--- src/rtl/debug_rf_scanner_if.sv ---
// ---------------------------------------------------------------------------
// debug_rf_scanner_if
//   Bus bundle between the register-file scanner and its surroundings.
//   - rf_ra / rf_rd : debug read port into the register file
//                     (rf_rd is combinational from rf_ra).
//   - out_valid / out_ready / out_index / out_data : {index, data} beat stream.
//   Modports:
//     master : scanner side (drives rf_ra and the beat stream).
//     slave  : register file and sink side.
// ---------------------------------------------------------------------------
interface debug_rf_scanner_if #(
    parameter int RA_WIDTH   = 5,
    parameter int DATA_WIDTH = 32
) ();
    logic [RA_WIDTH-1:0]   rf_ra;
    logic [DATA_WIDTH-1:0] rf_rd;
    logic                  out_valid;
    logic                  out_ready;
    logic [RA_WIDTH-1:0]   out_index;
    logic [DATA_WIDTH-1:0] out_data;

    modport master (
        output rf_ra,
        input  rf_rd,
        output out_valid,
        input  out_ready,
        output out_index,
        output out_data
    );

    modport slave (
        input  rf_ra,
        output rf_rd,
        input  out_valid,
        output out_ready,
        input  out_index,
        input  out_data
    );
endinterface

--- src/rtl/debug_rf_scanner.sv ---
// ---------------------------------------------------------------------------
// debug_rf_scanner
//   On a trigger, walks register indices 0..NUM_REGS-1 through the register
//   file debug port, streams each value as an {index, data} beat on a
//   valid/ready handshake and keeps a wrap-around checksum of accepted beats.
//
//   Ports:
//     clock        : single clock, rising edge
//     reset_n      : asynchronous, active-low reset
//     start        : scan request, honoured only in IDLE
//     instruction  : fetched instruction (used only with halt detection)
//     bus          : debug_rf_scanner_if.master (rf_ra/rf_rd, beat stream)
//     busy         : high in any state other than IDLE
//     done         : one-cycle pulse after the last beat is accepted
//     checksum     : sum of accepted out_data for the current/last scan
//     instr_count  : cycles since reset until halt (0 without halt detection)
//
//   Optional feature (macro DEBUG_HALT_DETECT_EN):
//     instr_count counts cycles from reset, saturating, and freezes on the
//     first instruction==HALT_INSTR. That first halt also starts a scan if
//     the scanner is idle. A one-shot latch ignores later halts until reset.
// ---------------------------------------------------------------------------
module debug_rf_scanner #(
    parameter int          NUM_REGS     = 32,
    parameter int          RA_WIDTH     = 5,
    parameter int          DATA_WIDTH   = 32,
    parameter int          READ_LATENCY = 0,
    parameter logic [31:0] HALT_INSTR   = 32'h0800_0033
) (
    input  logic                      clock,
    input  logic                      reset_n,
    input  logic                      start,
    input  logic [31:0]               instruction,
    debug_rf_scanner_if.master        bus,
    output logic                      busy,
    output logic                      done,
    output logic [DATA_WIDTH-1:0]     checksum,
    output logic [15:0]               instr_count
);

    typedef enum logic [2:0] {
        S_IDLE,
        S_ADDR,
        S_WAIT,
        S_OUT,
        S_DONE
    } state_t;

    localparam logic [RA_WIDTH-1:0] LAST_IDX = RA_WIDTH'(NUM_REGS - 1);
    localparam logic [1:0]          WAIT_LD  = 2'(READ_LATENCY);

    state_t                state_q, state_d;
    logic [RA_WIDTH-1:0]   idx_q, idx_d;
    logic [1:0]            wcnt_q, wcnt_d;
    logic [RA_WIDTH-1:0]   rf_ra_q, rf_ra_d;
    logic                  out_valid_q, out_valid_d;
    logic [RA_WIDTH-1:0]   out_index_q, out_index_d;
    logic [DATA_WIDTH-1:0] out_data_q, out_data_d;
    logic [DATA_WIDTH-1:0] checksum_q, checksum_d;
    logic                  scan_trigger;

`ifdef DEBUG_HALT_DETECT_EN
    logic        halt_seen_q;
    logic [15:0] instr_count_q;
    logic        halt_hit;

    // Only the first halt after reset counts; later ones are masked.
    assign halt_hit = (instruction == HALT_INSTR) && !halt_seen_q;

    always_ff @(posedge clock or negedge reset_n) begin
        if (!reset_n) begin
            halt_seen_q   <= 1'b0;
            instr_count_q <= 16'd0;
        end else begin
            if (halt_hit) begin
                halt_seen_q <= 1'b1;
            end
            // Freeze on the halt cycle itself so the count equals the
            // number of cycles run before the halt was fetched.
            if (!halt_seen_q && !halt_hit && (instr_count_q != 16'hFFFF)) begin
                instr_count_q <= instr_count_q + 16'd1;
            end
        end
    end

    assign scan_trigger = start | halt_hit;
    assign instr_count  = instr_count_q;
`else
    logic unused_instruction;
    assign unused_instruction = &{1'b0, instruction};
    assign scan_trigger       = start;
    assign instr_count        = 16'd0;
`endif

    always_ff @(posedge clock or negedge reset_n) begin
        if (!reset_n) begin
            state_q     <= S_IDLE;
            idx_q       <= '0;
            wcnt_q      <= '0;
            rf_ra_q     <= '0;
            out_valid_q <= 1'b0;
            out_index_q <= '0;
            out_data_q  <= '0;
            checksum_q  <= '0;
        end else begin
            state_q     <= state_d;
            idx_q       <= idx_d;
            wcnt_q      <= wcnt_d;
            rf_ra_q     <= rf_ra_d;
            out_valid_q <= out_valid_d;
            out_index_q <= out_index_d;
            out_data_q  <= out_data_d;
            checksum_q  <= checksum_d;
        end
    end

    always_comb begin
        state_d     = state_q;
        idx_d       = idx_q;
        wcnt_d      = wcnt_q;
        rf_ra_d     = rf_ra_q;
        out_valid_d = out_valid_q;
        out_index_d = out_index_q;
        out_data_d  = out_data_q;
        checksum_d  = checksum_q;

        case (state_q)
            S_IDLE: begin
                if (scan_trigger) begin
                    state_d    = S_ADDR;
                    idx_d      = '0;
                    checksum_d = '0;
                end
            end
            S_ADDR: begin
                rf_ra_d = idx_q;
                wcnt_d  = WAIT_LD;
                state_d = S_WAIT;
            end
            S_WAIT: begin
                // rf_ra has been stable for wcnt+1 cycles when wcnt reaches 0.
                if (wcnt_q == 2'd0) begin
                    out_data_d  = bus.rf_rd;
                    out_index_d = idx_q;
                    out_valid_d = 1'b1;
                    state_d     = S_OUT;
                end else begin
                    wcnt_d = wcnt_q - 2'd1;
                end
            end
            S_OUT: begin
                if (out_valid_q && bus.out_ready) begin
                    out_valid_d = 1'b0;
                    checksum_d  = checksum_q + out_data_q;
                    if (idx_q == LAST_IDX) begin
                        state_d = S_DONE;
                    end else begin
                        idx_d   = idx_q + 1'b1;
                        state_d = S_ADDR;
                    end
                end
            end
            S_DONE: begin
                state_d = S_IDLE;
            end
            default: begin
                state_d = S_IDLE;
            end
        endcase
    end

    assign bus.rf_ra     = rf_ra_q;
    assign bus.out_valid = out_valid_q;
    assign bus.out_index = out_index_q;
    assign bus.out_data  = out_data_q;
    assign busy          = (state_q != S_IDLE);
    assign done          = (state_q == S_DONE);
    assign checksum      = checksum_q;

endmodule

--- src/flat_wrapper.sv ---
// flat-port wrapper written by rule: the top's interface ports become plain ports
module debug_rf_scanner_flat 
#(
    parameter int          NUM_REGS     = 32,
    parameter int          RA_WIDTH     = 5,
    parameter int          DATA_WIDTH   = 32,
    parameter int          READ_LATENCY = 0,
    parameter logic [31:0] HALT_INSTR   = 32'h0800_0033
)
  (clock, reset_n, start, instruction, busy, done, checksum, instr_count, bus_rf_ra, bus_rf_rd, bus_out_valid, bus_out_ready, bus_out_index, bus_out_data);
  debug_rf_scanner_if #(.RA_WIDTH(RA_WIDTH), .DATA_WIDTH(DATA_WIDTH)) bus_i ();
  input  logic clock;
  input  logic reset_n;
  input  logic start;
  input  logic [31:0] instruction;
  output logic busy;
  output logic done;
  output logic [DATA_WIDTH-1:0] checksum;
  output logic [15:0] instr_count;
  output wire logic [$bits(bus_i.rf_ra)-1:0] bus_rf_ra;
  input wire logic [$bits(bus_i.rf_rd)-1:0] bus_rf_rd;
  output wire logic [$bits(bus_i.out_valid)-1:0] bus_out_valid;
  input wire logic [$bits(bus_i.out_ready)-1:0] bus_out_ready;
  output wire logic [$bits(bus_i.out_index)-1:0] bus_out_index;
  output wire logic [$bits(bus_i.out_data)-1:0] bus_out_data;
  assign bus_rf_ra = bus_i.rf_ra;
  assign bus_i.rf_rd = bus_rf_rd;
  assign bus_out_valid = bus_i.out_valid;
  assign bus_i.out_ready = bus_out_ready;
  assign bus_out_index = bus_i.out_index;
  assign bus_out_data = bus_i.out_data;
  debug_rf_scanner #(.NUM_REGS(NUM_REGS), .RA_WIDTH(RA_WIDTH), .DATA_WIDTH(DATA_WIDTH), .READ_LATENCY(READ_LATENCY), .HALT_INSTR(HALT_INSTR)) u_core (.clock(clock), .reset_n(reset_n), .start(start), .instruction(instruction), .bus(bus_i), .busy(busy), .done(done), .checksum(checksum), .instr_count(instr_count));
endmodule
--- config.mk ---
export PLATFORM = sky130hd
export DESIGN_NAME = debug_rf_scanner_flat
export DESIGN_NICKNAME = d
export VERILOG_FILES = /design/src/rtl/debug_rf_scanner_if.sv /design/src/rtl/debug_rf_scanner.sv /design/src/flat_wrapper.sv
export SDC_FILE = /design/constraint.sdc
export NUM_CORES = 1
export LEC_CHECK = 0
export BUFFER_PORTS_ARGS = -buffer_cell sky130_fd_sc_hd__buf_2
export CAP_MARGIN = 20
export CORE_MARGIN = 2
export CORE_UTILIZATION = 55
export DETAILED_ROUTE_END_ITERATION = 6
export GPL_TIMING_DRIVEN = 1
export MAX_ROUTING_LAYER = met4
export PLACE_DENSITY = 0.86
export SLEW_MARGIN = 15
export SYNTH_ARGS = -nofsm -noshare
export SYNTH_HDL_FRONTEND = slang
export SYNTH_SLANG_ARGS = --single-unit
--- constraint.sdc ---
create_clock -name clock -period 5.8 [get_ports clock]
set_input_delay 0.87 -clock clock [delete_from_list [all_inputs] [get_ports clock]]
set_output_delay 0.87 -clock clock [all_outputs]
set_load 0.02 [all_outputs]
==> impl_metrics.toml, run 1 <==
[status]
outcome = "complete, no violations"

[yosys]
synth_area_mm2 = 0.00494
synth_compound_area_frac = 0.162
synth.area.mux_share = 0.0978
synth_top_area_share = 0.431
synth-seq-cells = 85
async_flop_share = 1.00
netlist.top_cell.by_area = "dfrtp_1"
synth_area_per_cell_um2 = 10.1
yosys-top-cells-area = "dfrtp_1 (43%), mux2_2 (9.6%), ha_1 (8.6%)"
synthCells = 491
yosys_warnings = 0
synth.distinct_cells = 51
synthTopCellsByCount = "dfrtp_1 (85), nand2_1 (62), o21ai_0 (45)"
synthSimpleGateAreaFrac = 0.121
synthXorXnorAreaFrac = 0.0532
synth_flop_cell = "dfrtp_1"
ys_seq_area_frac = 0.431
synth-edff-count = 0
synthAdderAreaFrac = 0.0902
yosysMostFrequentCell = "dfrtp_1"
synth_top_family_by_area = "compound AO/OA/AOI/OAI gates"

[cts]
cts_tree = "done"
clock-root-buffer = "clkbuf_8"
postCtsSetupBuffers = 0
path_clk_slew_ns = 0.08
clock_latency_ns = 0.34
cts_num_sinks = 85
cts_max_level = 3
clockBufferDepth = 2
hold_buffers = 0
ctsResizeCount = 0
cts_made_buffers = 9

[die]
die_h_um = 98.7
rows = 34
dieArea_mm2 = 0.00975
core_area_mm2 = 0.00872
pin_count = 161
start_util = 0.566
die_x_um = 98.7

[routing]
first_pass_iters = 5
wl_per_cell_um = 15.8
vias = 4030
ant_nets = 0
avgViaCountPerCell = 5.65
drcViolationCount = 0
routed_wl_mm = 11.2
drt_iter0_drc = 116

[pwr]
leakage_nw = 2.93
powerDensity_mw_per_mm2 = 712
peakVddDrop_v = 0.000396

[layout]
final_cell_count_no_fill = 713
antennaDiodeCount = 0
num-fill-cells = 693
nets = 704
design_area_mm2 = 0.00577
drive_above_1_share = 0.298
syn_to_final_growth_pct = 16.8

[setup_path]
cp.required_ns = 6.03
crit_fanout = 4
endpoint_kind = "flop"
cp-start-kind = "flop"
criticalPathCategory = "reg2reg"
crit_arrival_ns = 3.43

[place]
place_ws_ns = 2.65
dp_hpwl_mm = 8.14
routabilityCongestion = 0.903
io_buffer_count = 112
dp.cells = 695
place_area_mm2 = 0.00553

[timing]
rsz0062_at_grt = "false"
slew_headroom = 0.380
fin_setup_tns_ns = 0
fmax_mhz = 312
setup_violations = 0
hold_viol = 0
drv_slew = 0
tightest_slew_ns = 0.926
clock_skew_ns = 0.0109
finalCritPeriodShare = 0.552
fin_crit_ns = 3.20
finalWorstSetupSlack_ns = 2.60
hold_ws_ns = 0.485

[global_route]
grt_start_max_net_pins = 86
track_usage = 0.240
grt_pass1_wl_mm = 18.5
grt-ovfl-total = 0
grt_pass1_vias = 3980
antenna_found_initial = 0

[hold_path]
worstHoldPathType = "in2async"

[flow_run]
cap_violations = 0
## metrics by stage
step | util | power [mW]
4_1_cts | 0.655 | 4.08
2_1_floorplan | - | 3.00
3_5_place_dp | 0.634 | 3.66
5_1_grt | 0.661 | 4.43
3_3_place_gp | 0.634 | 3.54
6_report | 0.661 | 4.11
## power breakdown
| group | switching [mW] | internal [mW] |
|---|---|---|
| Combinational | 1.53 | 1.08 |
| Sequential | 0.232 | 0.862 |
| Clock | 0.204 | 0.197 |
| Total | 1.96 | 2.14 |
## kinds of logic after synthesis
group,count (synthesis)
and+or+nand+nor,128
other,1
adders and majority gates,35
AOI/OAI and AO/OA,127
DFF,85
xor gates and xnor gates,30
muxes,43
buffers and inverters,42
## cells in the final DEF, fill, tap and decap left out, types with 4 or more instances in the layout
cell,instances
a21o_1,14
a21oi_1,30
a22o_1,6
a31oi_1,5
and2_1,4
and3_1,5
buf_2,111
clkbuf_8,9
conb_1,16
dfrtp_1,85
ha_1,34
inv_1,10
mux2_2,42
nand2_1,62
nand2b_1,6
nand3_1,9
nand4_1,5
nor2_1,17
nor3_1,6
o21a_1,4
o21ai_0,45
o21bai_1,4
xnor2_1,14
xor2_1,16
## sequential cells by signal, summed over array words and instances (netlist names)
signal and flops:
u_core.bus.out_data 32, u_core.checksum 32, u_core.bus.out_index 5, u_core.bus.rf_ra 5, u_core.idx_q 5, u_core.state_q 3, u_core.wcnt_q 2, u_core.bus.out_valid 1
## worst paths after layout
path                                                startpoint  cells past startpoint  slack (ns)                             endpoint
setup / recovery            u_core.bus.out_data[0]$_DFFE_PN0P_                     12        2.60      u_core.checksum[30]$_DFFE_PN0P_
hold / removal                                         reset_n                      1        0.49      u_core.checksum[18]$_DFFE_PN0P_
setup reg to reg            u_core.bus.out_data[0]$_DFFE_PN0P_                     12        2.60      u_core.checksum[30]$_DFFE_PN0P_
hold reg to reg            u_core.bus.out_index[0]$_DFFE_PN0P_                      1        0.51  u_core.bus.out_index[0]$_DFFE_PN0P_
max in group asynchronous                              reset_n                      2        4.70      u_core.checksum[27]$_DFFE_PN0P_
min in group clock         u_core.bus.out_index[0]$_DFFE_PN0P_                      1        0.51  u_core.bus.out_index[0]$_DFFE_PN0P_
## worst max-delay path, cell delays in order (launching register included)
cell       delay (ns)
dfrtp_1          0.38
ha_1             0.22
inv_1            0.07
fa_1             0.37
and2b_1          0.26
o211ai_2         0.11
a32o_2           0.31
nor3_4           0.22
o2111ai_2        0.19
a22o_1           0.29
o41ai_2          0.37
xor2_1           0.10
a22o_1           0.18
## routing by layer
layer / GRT usage / vias up / share of wire
li1: - / 1939 / -
met2: 0.413 / 142 / 0.51
met1: 0.284 / 1930 / 0.42
met3: 0.0426 / 19 / 0.055
met4: 0.0822 / 0 / 0.018
met5: - / - / 0
## cell type report
cell class,count,area (µm²),area share
Inverter,10,37.5,0.00651
Clock inverter,4,50.0,0.00868
Multi-Input combinational cell,379,2660,0.461
Tap cell,108,135,0.0234
Timing Repair Buffer,116,629,0.109
Sequential cell,85,2130,0.369
Clock buffer,11,131,0.0228
Note: power is estimated with default switching activity, not from simulation.
==> run 2, diff against run 1 <==
--- a/config.mk
+++ b/config.mk
@@ -8,11 +8,11 @@
 export BUFFER_PORTS_ARGS = -buffer_cell sky130_fd_sc_hd__buf_2
 export CAP_MARGIN = 20
 export CORE_MARGIN = 2
-export CORE_UTILIZATION = 55
+export CORE_UTILIZATION = 51
 export DETAILED_ROUTE_END_ITERATION = 6
 export GPL_TIMING_DRIVEN = 1
 export MAX_ROUTING_LAYER = met4
-export PLACE_DENSITY = 0.86
+export PLACE_DENSITY = 0.8
 export SLEW_MARGIN = 15
 export SYNTH_ARGS = -nofsm -noshare
 export SYNTH_HDL_FRONTEND = slang
==> constraint.sdc (replaced) <==
create_clock -name clock -period 3.4 [get_ports clock]
set_input_delay 0.51 -clock clock [delete_from_list [all_inputs] [get_ports clock]]
set_output_delay 0.51 -clock clock [all_outputs]
set_load 0.02 [all_outputs]
==> run 2 against run 1 <==
Wire length down 1.4%. Sequential cell count is the same. Register-to-register slack worse by 2.4 ns. Total power grew 71%. Clock-buffer cell count shrank 1. Final cell count is 3.2% higher. Cell area increased by 0.52%. Core utilization decreased by 4.0 points. First-iteration DRC count rose by 69%. Global-route usage down 1.1 points. Sequential share of layout area shrank 0.19 points. Die area rose by 7.5%. Largest cell class unchanged. Highest routed layer unchanged.
==> impl_metrics.toml, run 2 (synthesis results as in run 1) <==
[pwr]
peakVddDrop_v = 0.000565
powerDensity_mw_per_mm2 = 1210
leakage_nw = 2.94
p_total_mw = 7.04

[cts]
hold_buffers = 0
cts_tree = "done"
cts_made_buffers = 9
ctsResizeCount = 0
postCtsSetupBuffers = 0
clockBufferDepth = 2
cts_num_sinks = 85
clock_latency_ns = 0.35
path_clk_slew_ns = 0.09
clock-root-buffer = "clkbuf_8"
cts_max_level = 3

[timing]
fmax_mhz = 309
setup_violations = 0
hold_viol = 0
clock_skew_ns = 0.0128
rsz0062_at_grt = "false"
slew_headroom = 0.458
hold_ws_ns = 0.168
drv_slew = 0
fin_setup_tns_ns = 0
finalCritPeriodShare = 0.952
fin_crit_ns = 3.24
tightest_slew_ns = 0.812

[place]
routabilityCongestion = 0.906
dp_hpwl_mm = 8.18
io_buffer_count = 112

[hold_path]
worstHoldPathType = "in2async"

[layout]
syn_to_final_growth_pct = 17.4
layout_commonest_cell = "buf_2"
utilization = 0.622
drive_above_1_share = 0.300
nets = 704
num-fill-cells = 815
final_cell_mix = "buf_2 (111), dfrtp_1 (85), nand2_1 (62)"

[routing]
met2RoutedLength_mm = 5.44
first_pass_iters = 5
vias = 4024
routed_wl_mm = 11.1
drt_iter0_drc = 196
top_layer = "met4"
drcViolationCount = 0
met3_length_um = 799
avgViaCountPerCell = 5.47
ant_nets = 0
wl_met1_mm = 4.72
wl_per_cell_um = 15.1

[setup_path]
criticalPathCategory = "reg2reg"
crit_arrival_ns = 3.47
path_common_cell = "a22o_1"
slowest_delay_ns = 0.38
crit_fanout = 4
endpoint_kind = "flop"
crit_slowest_cell = "fa_1"
crit_chain = "ha_1 > inv_1 > fa_1 > and2b_1 > o211ai_2 > a32o_2 > nor3_4 > o2111ai_2 > a22o_1 > o41ai_2 > xor2_1 > a22o_1"
cp-start-kind = "flop"
cp.required_ns = 3.63

[global_route]
track_usage = 0.229
grt-ovfl-total = 0
grt_start_max_net_pins = 86
grt_pass1_vias = 3900
grt_pass1_wl_mm = 18.5
antenna_found_initial = 1

[die]
die_h_um = 102
pin_count = 161
core_area_mm2 = 0.00933
start_util = 0.529
die_x_um = 102
dieArea_mm2 = 0.0105
rows = 35

[status]
outcome = "complete, no violations"

[flow_run]
cap_violations = 0
==> run 2: cell types whose count changed in the layout (fill, tap and decap cells not counted), sizes merged <==
cell and change:
bufinv +1, diode +1, clkbuf -1, clkinvlp -2, clkinv +3
==> run 2: path summary, 6_finish.rpt <==
| check | from | end | slack [ns] | depth (start not counted) |
|---|---|---|---|---|
| max | u_core.bus.out_data[0]$_DFFE_PN0P_ | u_core.checksum[30]$_DFFE_PN0P_ | 0.16 | 12 |
| min | reset_n | u_core.bus.out_data[26]$_DFFE_PN0P_ | 0.17 | 1 |
| max reg2reg | u_core.bus.out_data[0]$_DFFE_PN0P_ | u_core.checksum[30]$_DFFE_PN0P_ | 0.16 | 12 |
| min reg2reg | u_core.checksum[26]$_DFFE_PN0P_ | u_core.checksum[26]$_DFFE_PN0P_ | 0.51 | 2 |
| max in group asynchronous | reset_n | u_core.checksum[30]$_DFFE_PN0P_ | 2.65 | 1 |
| min in group clock | bus_rf_rd[1] | u_core.bus.out_data[1]$_DFFE_PN0P_ | 0.38 | 3 |
==> run 2: cell type report <==
type / count / area [µm²] / share of cell area
clock buffers: 10 / 128 / 0.0220
repair buffers: 116 / 597 / 0.103
multi-input cells: 379 / 2660 / 0.458
well taps: 129 / 161 / 0.0278
inverters: 10 / 37.5 / 0.00647
flip-flops and latches: 85 / 2130 / 0.367
diodes: 1 / 2.50 / 0.000432
clock inverters: 6 / 87.6 / 0.0151
==> run 2: report_power, final <==
group / leakage, nW / internal, mW / switching, mW
Sequential: 1.05 / 1.47 / 0.391
Combinational: 1.78 / 1.83 / 2.57
Clock: 0.110 / 0.414 / 0.365
==> run 2: through the flow <==
stage          std cells  instance area [µm²]  worst slack (ns)
6_report             736                 5800             0.165
5_1_grt              736                 5800           0.00792
4_1_cts              735                 5790             0.155
3_5_place_dp         719                 5580             0.226
3_3_place_gp         719                 5580             0.292
2_1_floorplan        506                 4990             0.384
==> run 2: per-layer routing <==
layer / up-vias / track usage
met5: - / -
met4: 0 / 0.0677
met3: 12 / 0.0445
met2: 159 / 0.381
met1: 1910 / 0.286
li1: 1943 / -
==> run 2: worst max-delay path: cells and delay by family (launching register included) <==
family,cells,cell delay [ns]
AO/OA/AOI/OAI,6,1.47
XOR/XNOR,1,0.11
adder cells (fa/ha/maj),2,0.59
buffers and inverters,1,0.07
flip-flops,1,0.37
AND/OR/NAND/NOR,2,0.50
